File: config.mk
export PLATFORM = sky130hd
export DESIGN_NAME = fifo_flow_ctrl_flat
export DESIGN_NICKNAME = d
export VERILOG_FILES = /design/src/rtl/fifo_flow_ctrl_if.sv /design/src/rtl/fifo_flow_ctrl.sv /design/src/flat_wrapper.sv
export SDC_FILE = /design/constraint.sdc
export NUM_CORES = 1
export LEC_CHECK = 0
export CORE_UTILIZATION = 51
export DETAILED_ROUTE_END_ITERATION = 16
export PLACE_DENSITY_LB_ADDON = 0.08
export RECOVER_POWER = 50
export SLEW_MARGIN = 0
export SYNTH_ARGS = -nofsm -noshare
export SYNTH_HDL_FRONTEND = slang
export SYNTH_SLANG_ARGS = --single-unit
export TNS_END_PERCENT = 100
File: constraint.sdc
create_clock -name clk -period 2.4 [get_ports clk]
set_clock_uncertainty 0.2 [all_clocks]
set_input_delay 0.24 -clock clk [delete_from_list [all_inputs] [get_ports clk]]
set_output_delay 0.24 -clock clk [all_outputs]
set_load 0.005 [all_outputs]
File: src/rtl/fifo_flow_ctrl_if.sv
// Handshake/status bundle between a producer/consumer and fifo_flow_ctrl.
// master drives requests and thresholds; slave (the FIFO) drives data and status.
interface fifo_flow_ctrl_if #(
    parameter int unsigned DATA_W = 6,
    parameter int unsigned DEPTH  = 4
);
    localparam int unsigned ADDR_W = $clog2(DEPTH);

    logic              push;
    logic              pop;
    logic [DATA_W-1:0] fifo_data_in;
    logic [ADDR_W:0]   almost_full_thr;
    logic [ADDR_W:0]   almost_empty_thr;
    logic              err_clr;

    logic [DATA_W-1:0] fifo_data_out;
    logic              valid_out;
    logic              fifo_empty;
    logic              fifo_full;
    logic              almost_empty;
    logic              pausa;
    logic              overflow_err;
    logic              underflow_err;
    logic              fifo_error;
    logic [ADDR_W:0]   fill_count;

    modport master (
        output push, pop, fifo_data_in, almost_full_thr, almost_empty_thr, err_clr,
        input  fifo_data_out, valid_out, fifo_empty, fifo_full, almost_empty, pausa,
               overflow_err, underflow_err, fifo_error, fill_count
    );

    modport slave (
        input  push, pop, fifo_data_in, almost_full_thr, almost_empty_thr, err_clr,
        output fifo_data_out, valid_out, fifo_empty, fifo_full, almost_empty, pausa,
               overflow_err, underflow_err, fifo_error, fill_count
    );
endinterface

File: src/rtl/fifo_flow_ctrl.sv
// Synchronous FIFO with registered read port, threshold-based pause toward the
// producer and sticky overflow/underflow flags.
module fifo_flow_ctrl #(
    parameter int unsigned DATA_W = 6,
    parameter int unsigned DEPTH  = 4
) (
    input logic          clk,
    input logic          reset_L,
    fifo_flow_ctrl_if.slave bus
);
    localparam int unsigned ADDR_W = $clog2(DEPTH);
    localparam int unsigned CNT_W  = ADDR_W + 1;
    localparam logic [CNT_W-1:0] FULL_CNT = CNT_W'(DEPTH);

    logic [DATA_W-1:0] r_mem [DEPTH];
    logic [ADDR_W-1:0] r_wr_ptr;
    logic [ADDR_W-1:0] r_rd_ptr;
    logic [CNT_W-1:0]  r_count;
    logic [DATA_W-1:0] r_data_out;
    logic              r_valid;
    logic              r_ovf;
    logic              r_unf;

    logic w_empty;
    logic w_full;
    logic w_pop_acc;
    logic w_push_acc;
    logic w_ovf;
    logic w_unf;

    assign w_empty    = (r_count == '0);
    assign w_full     = (r_count == FULL_CNT);
    assign w_pop_acc  = bus.pop && !w_empty;
    // A full FIFO still takes a push when a pop frees a slot in the same cycle.
    assign w_push_acc = bus.push && (!w_full || w_pop_acc);
    assign w_ovf      = bus.push && w_full && !w_pop_acc;
    assign w_unf      = bus.pop && w_empty;

    // Storage is not reset; its contents are unreachable until written.
    always_ff @(posedge clk) begin
        if (w_push_acc) begin
            r_mem[r_wr_ptr] <= bus.fifo_data_in;
        end
    end

    always_ff @(posedge clk or negedge reset_L) begin
        if (!reset_L) begin
            r_wr_ptr   <= '0;
            r_rd_ptr   <= '0;
            r_count    <= '0;
            r_data_out <= '0;
            r_valid    <= 1'b0;
            r_ovf      <= 1'b0;
            r_unf      <= 1'b0;
        end else begin
            r_valid <= w_pop_acc;
            if (w_push_acc) begin
                r_wr_ptr <= r_wr_ptr + ADDR_W'(1);
            end
            if (w_pop_acc) begin
                r_data_out <= r_mem[r_rd_ptr];
                r_rd_ptr   <= r_rd_ptr + ADDR_W'(1);
            end
            if (w_push_acc && !w_pop_acc) begin
                r_count <= r_count + CNT_W'(1);
            end else if (w_pop_acc && !w_push_acc) begin
                r_count <= r_count - CNT_W'(1);
            end
            // A fresh error takes priority over a clear in the same cycle.
            if (w_ovf) begin
                r_ovf <= 1'b1;
            end else if (bus.err_clr) begin
                r_ovf <= 1'b0;
            end
            if (w_unf) begin
                r_unf <= 1'b1;
            end else if (bus.err_clr) begin
                r_unf <= 1'b0;
            end
        end
    end

    assign bus.fifo_data_out = r_data_out;
    assign bus.valid_out     = r_valid;
    assign bus.fifo_empty    = w_empty;
    assign bus.fifo_full     = w_full;
    assign bus.almost_empty  = (r_count <= bus.almost_empty_thr);
    assign bus.pausa         = (bus.almost_full_thr != '0) && (r_count >= bus.almost_full_thr);
    assign bus.overflow_err  = r_ovf;
    assign bus.underflow_err = r_unf;
    assign bus.fifo_error    = r_ovf | r_unf;
    assign bus.fill_count    = r_count;
endmodule

File: src/flat_wrapper.sv
// flat-port wrapper written by rule: the top's interface ports become plain ports
module fifo_flow_ctrl_flat 
#(
    parameter int unsigned DATA_W = 6,
    parameter int unsigned DEPTH  = 4
)
  (clk, reset_L, bus_push, bus_pop, bus_fifo_data_in, bus_almost_full_thr, bus_almost_empty_thr, bus_err_clr, bus_fifo_data_out, bus_valid_out, bus_fifo_empty, bus_fifo_full, bus_almost_empty, bus_pausa, bus_overflow_err, bus_underflow_err, bus_fifo_error, bus_fill_count);
  fifo_flow_ctrl_if #(.DATA_W(DATA_W), .DEPTH(DEPTH)) bus_i ();
  input logic clk;
  input logic reset_L;
  input wire logic [$bits(bus_i.push)-1:0] bus_push;
  input wire logic [$bits(bus_i.pop)-1:0] bus_pop;
  input wire logic [$bits(bus_i.fifo_data_in)-1:0] bus_fifo_data_in;
  input wire logic [$bits(bus_i.almost_full_thr)-1:0] bus_almost_full_thr;
  input wire logic [$bits(bus_i.almost_empty_thr)-1:0] bus_almost_empty_thr;
  input wire logic [$bits(bus_i.err_clr)-1:0] bus_err_clr;
  output wire logic [$bits(bus_i.fifo_data_out)-1:0] bus_fifo_data_out;
  output wire logic [$bits(bus_i.valid_out)-1:0] bus_valid_out;
  output wire logic [$bits(bus_i.fifo_empty)-1:0] bus_fifo_empty;
  output wire logic [$bits(bus_i.fifo_full)-1:0] bus_fifo_full;
  output wire logic [$bits(bus_i.almost_empty)-1:0] bus_almost_empty;
  output wire logic [$bits(bus_i.pausa)-1:0] bus_pausa;
  output wire logic [$bits(bus_i.overflow_err)-1:0] bus_overflow_err;
  output wire logic [$bits(bus_i.underflow_err)-1:0] bus_underflow_err;
  output wire logic [$bits(bus_i.fifo_error)-1:0] bus_fifo_error;
  output wire logic [$bits(bus_i.fill_count)-1:0] bus_fill_count;
  assign bus_i.push = bus_push;
  assign bus_i.pop = bus_pop;
  assign bus_i.fifo_data_in = bus_fifo_data_in;
  assign bus_i.almost_full_thr = bus_almost_full_thr;
  assign bus_i.almost_empty_thr = bus_almost_empty_thr;
  assign bus_i.err_clr = bus_err_clr;
  assign bus_fifo_data_out = bus_i.fifo_data_out;
  assign bus_valid_out = bus_i.valid_out;
  assign bus_fifo_empty = bus_i.fifo_empty;
  assign bus_fifo_full = bus_i.fifo_full;
  assign bus_almost_empty = bus_i.almost_empty;
  assign bus_pausa = bus_i.pausa;
  assign bus_overflow_err = bus_i.overflow_err;
  assign bus_underflow_err = bus_i.underflow_err;
  assign bus_fifo_error = bus_i.fifo_error;
  assign bus_fill_count = bus_i.fill_count;
  fifo_flow_ctrl #(.DATA_W(DATA_W), .DEPTH(DEPTH)) u_core (.clk(clk), .reset_L(reset_L), .bus(bus_i));
endmodule
==> run summary <==
Critical Path Sink Type: flip-flop
Largest net degree at the start of global routing: 17
Mux share of post-synthesis cell area: 13.88%
Worst reg-to-reg setup slack: 80 ps
Critical path destination: u_core.bus.fill_count[1]
Rows: 21
Comb pwr share: 44.1%
Vias in the first global route: 963
Power Total: 2.547 mW
Max layer used: met4
Total congestion overflow: 0
Worst-Margin Slew: 927.5 ps
Adder-cell share of the synthesized area: 8.836%
Critical path type: flip-flop to flip-flop
Clk Latency, worst-skew pair: 340 ps
Top cell type's share of synthesized area: 40.39%
TritonCTS Buffers: 5
Diodes inserted: 0
Placed inst area: 0.002182 mm^2
CTS tree: yes
Gr usage total: 18.71%
CTS Hold Bufs: 0
Synth area leader: edfxtp_1
Multi-input gate area: 610.6 um^2
Count of cell types in the netlist: 26
Sw power: 0.7809 mW
Routed wire per std cell: 14.57 um
Setup TNS: 0 ps
PwrDens: 1107 mW/mm^2
Clk sinks: 40
Final setup fails: 0
Gpl congestion: 0.7373
Non-filler instance count after layout: 207
Routed length on met2: 1.522 mm
Core Util, Final: 68.92%
Avg Inst Size Synth: 15.93 um^2
R2R Path Start: u_core.bus.fill_count[1]
Crit start category: flip-flop
Post-DP HPWL: 2.189 mm
Syn_nets: 141
XOR/XNOR Fraction of Synth Area: 2.945%
Clk slew on worst S/H paths: 110 ps
Status: completed
H-tree Lvls: 2
Maximum buffer depth of the clock tree: 2
Routed vias/inst: 4.966
Wl on met1: 1.311 mm
Fill cells: 260
Count of state elements after synthesis: 40
Complex-gate fraction of the synthesized area: 2.595%
FMAX: 0.4302 GHz
Worst r2r dst: u_core.bus.fill_count[1]
Clock Tree Root: clkbuf_4
Register share of total power: 43.2%
Int Pwr: 1.766 mW
Max FO, Critical Path: 5
Max-slew violations: 0
Design Area, Final: 0.002300 mm^2
Relative slew slack: 38.17%
Cells after synthesis: 112
Minimum hold slack: 303.7 ps
Min cycle time layout: 2324 ps
Die ar.: 0.003739 mm^2
Fin nets: 189
Largest family of logic cells by synthesized area: multiplexers
Initial antenna violation count: 0
Share of cells above drive strength 1: 23.60%
Area delta synth->final: 28.89%
Placed Cells: 192
Switching power share of the total: 30.66%
Max Cap Violations: 0
Most frequent cells in the layout: 24 x clkdlybuf4s50_1, 24 x edfxtp_1, 14 x dfrtp_1, 13 x inv_1, 10 x ha_1
Period Utilization, post-route: 96.85%
Clock share of power: 12.7%
Initial Utilization: 53.47%
Yosys warns: 0
Seq/Total Area, Yosys: 62.83%
FF/Latch Area: 0.001124 mm^2
FF-to-FF path depth: 9
Metal3 WL: 135 um
Die Y: 61.15 um
Worst hold path type: primary input to flip-flop
Final Hold Viols: 0
Max VDD drop: 0.6747 mV
DRT Pass-1 Iters: 4
Worst EP required: 2440 ps
Detailed-route via count: 1028
Die width: 61.15 um
First-pass GRT wire length: 4.671 mm
Syn Std Cell Area: 0.001784 mm^2
Crit path from: u_core.bus.fill_count[1]
Largest cells by area after synthesis: edfxtp_1 40%, dfrtp_1 22%, ha_1 7.7%
Synth Area in Simple Gates: 5.049%
IO Port Bufs: 33
RSZ-0062 raised after global routing: yes
Crit path DAT: 2360 ps
Leak: 0.9445 nW
DRC: 0
DRT iter0 DRCs: 38
Final WL: 3.016 mm
Ports: 34
Core area: 0.003337 mm^2
Final worst slack: 75.54 ps
Worst slack, placed: 2.047 ps
DRT antenna net count: 0
## kinds of logic after synthesis
logic type / after synthesis
DFF: 40
and+or+nand+nor: 17
buffers and inverters: 16
muxes: 14
adders and majority gates: 12
AOI/OAI and AO/OA: 7
xor gates and xnor gates: 6
## sequential cells by signal, summed over array words and instances (netlist names)
name	cells
u_core.bus.fifo_data_out	6
u_core.r_rd_ptr	2
u_core.bus.fill_count	3
u_core.r_wr_ptr	2
u_core.bus.overflow_err	1
u_core.bus.valid_out	1
u_core.r_mem	24
u_core.bus.underflow_err	1
## critical path, stage by stage, from the launching register on
cell	delay, ps
dfrtp_2	420
buf_4	140
buf_4	160
nor2_2	110
nand2_2	70
o21a_1	210
ha_2	190
inv_1	60
fa_1	390
mux2_2	270
## metal layers
layer  vias to the layer above  track usage [%]
met4                         0            6.818
met1                       506            24.29
met2                        23            29.50
li1                        493                -
met3                         6            6.303
met5                         -                0
## cell type report
cell class                 count  share of cell area (%)
sequential                    40                   48.86
multi-input combinational     56                   26.55
timing repair buffer          44                   17.52
tap                           46                   2.503
inverter                      13                   2.122
clock buffer                   5                   1.632
clock inverter                 3                  0.8161
## power groups by stage
stage	logic, mW	registers (mW)	clock network (mW)
after floorplan	0.639	1.08	0
after global placement	0.987	1.13	0
after detailed placement	1.02	1.15	0
after CTS	1.09	1.10	0.332
after global routing	1.24	1.12	0.363
final	1.12	1.10	0.323
## Yosys cell counts, drive strengths merged
master and n:
fa 1, inv 13, nor3 2, edfxtp 24, o21a 2, nor2b 2
nor2 3, dfrtp 16, ha 11, a21o 1, xor2 2, nand2b 1
mux4 6, o32ai 1, o21ai 2, and2 4, nand2 4, buf 3
mux2 8, a21oi 1, xnor2 4, nand3 1
## how the worst min path moves through the flow
stage	startpoint	end	cells after the start
after floorplan	reset_L	u_core.bus.fifo_data_out[0]	0
after global placement	u_core.bus.fifo_data_out[0]	u_core.bus.fifo_data_out[0]	1
after detailed placement	u_core.bus.fifo_data_out[4]	u_core.bus.fifo_data_out[4]	1
after CTS	reset_L	u_core.bus.fifo_data_out[4]	2
after global routing	bus_err_clr	u_core.bus.overflow_err	2
final	bus_push	u_core.bus.overflow_err	3
## timing repair
action                     in CTS  in global routing
setup buffers                   3                  4
pin swaps                       0                  5
resized for setup               5                  4
setup endpoints to repair       2                  2
Power figures use the tool's default switching activity.
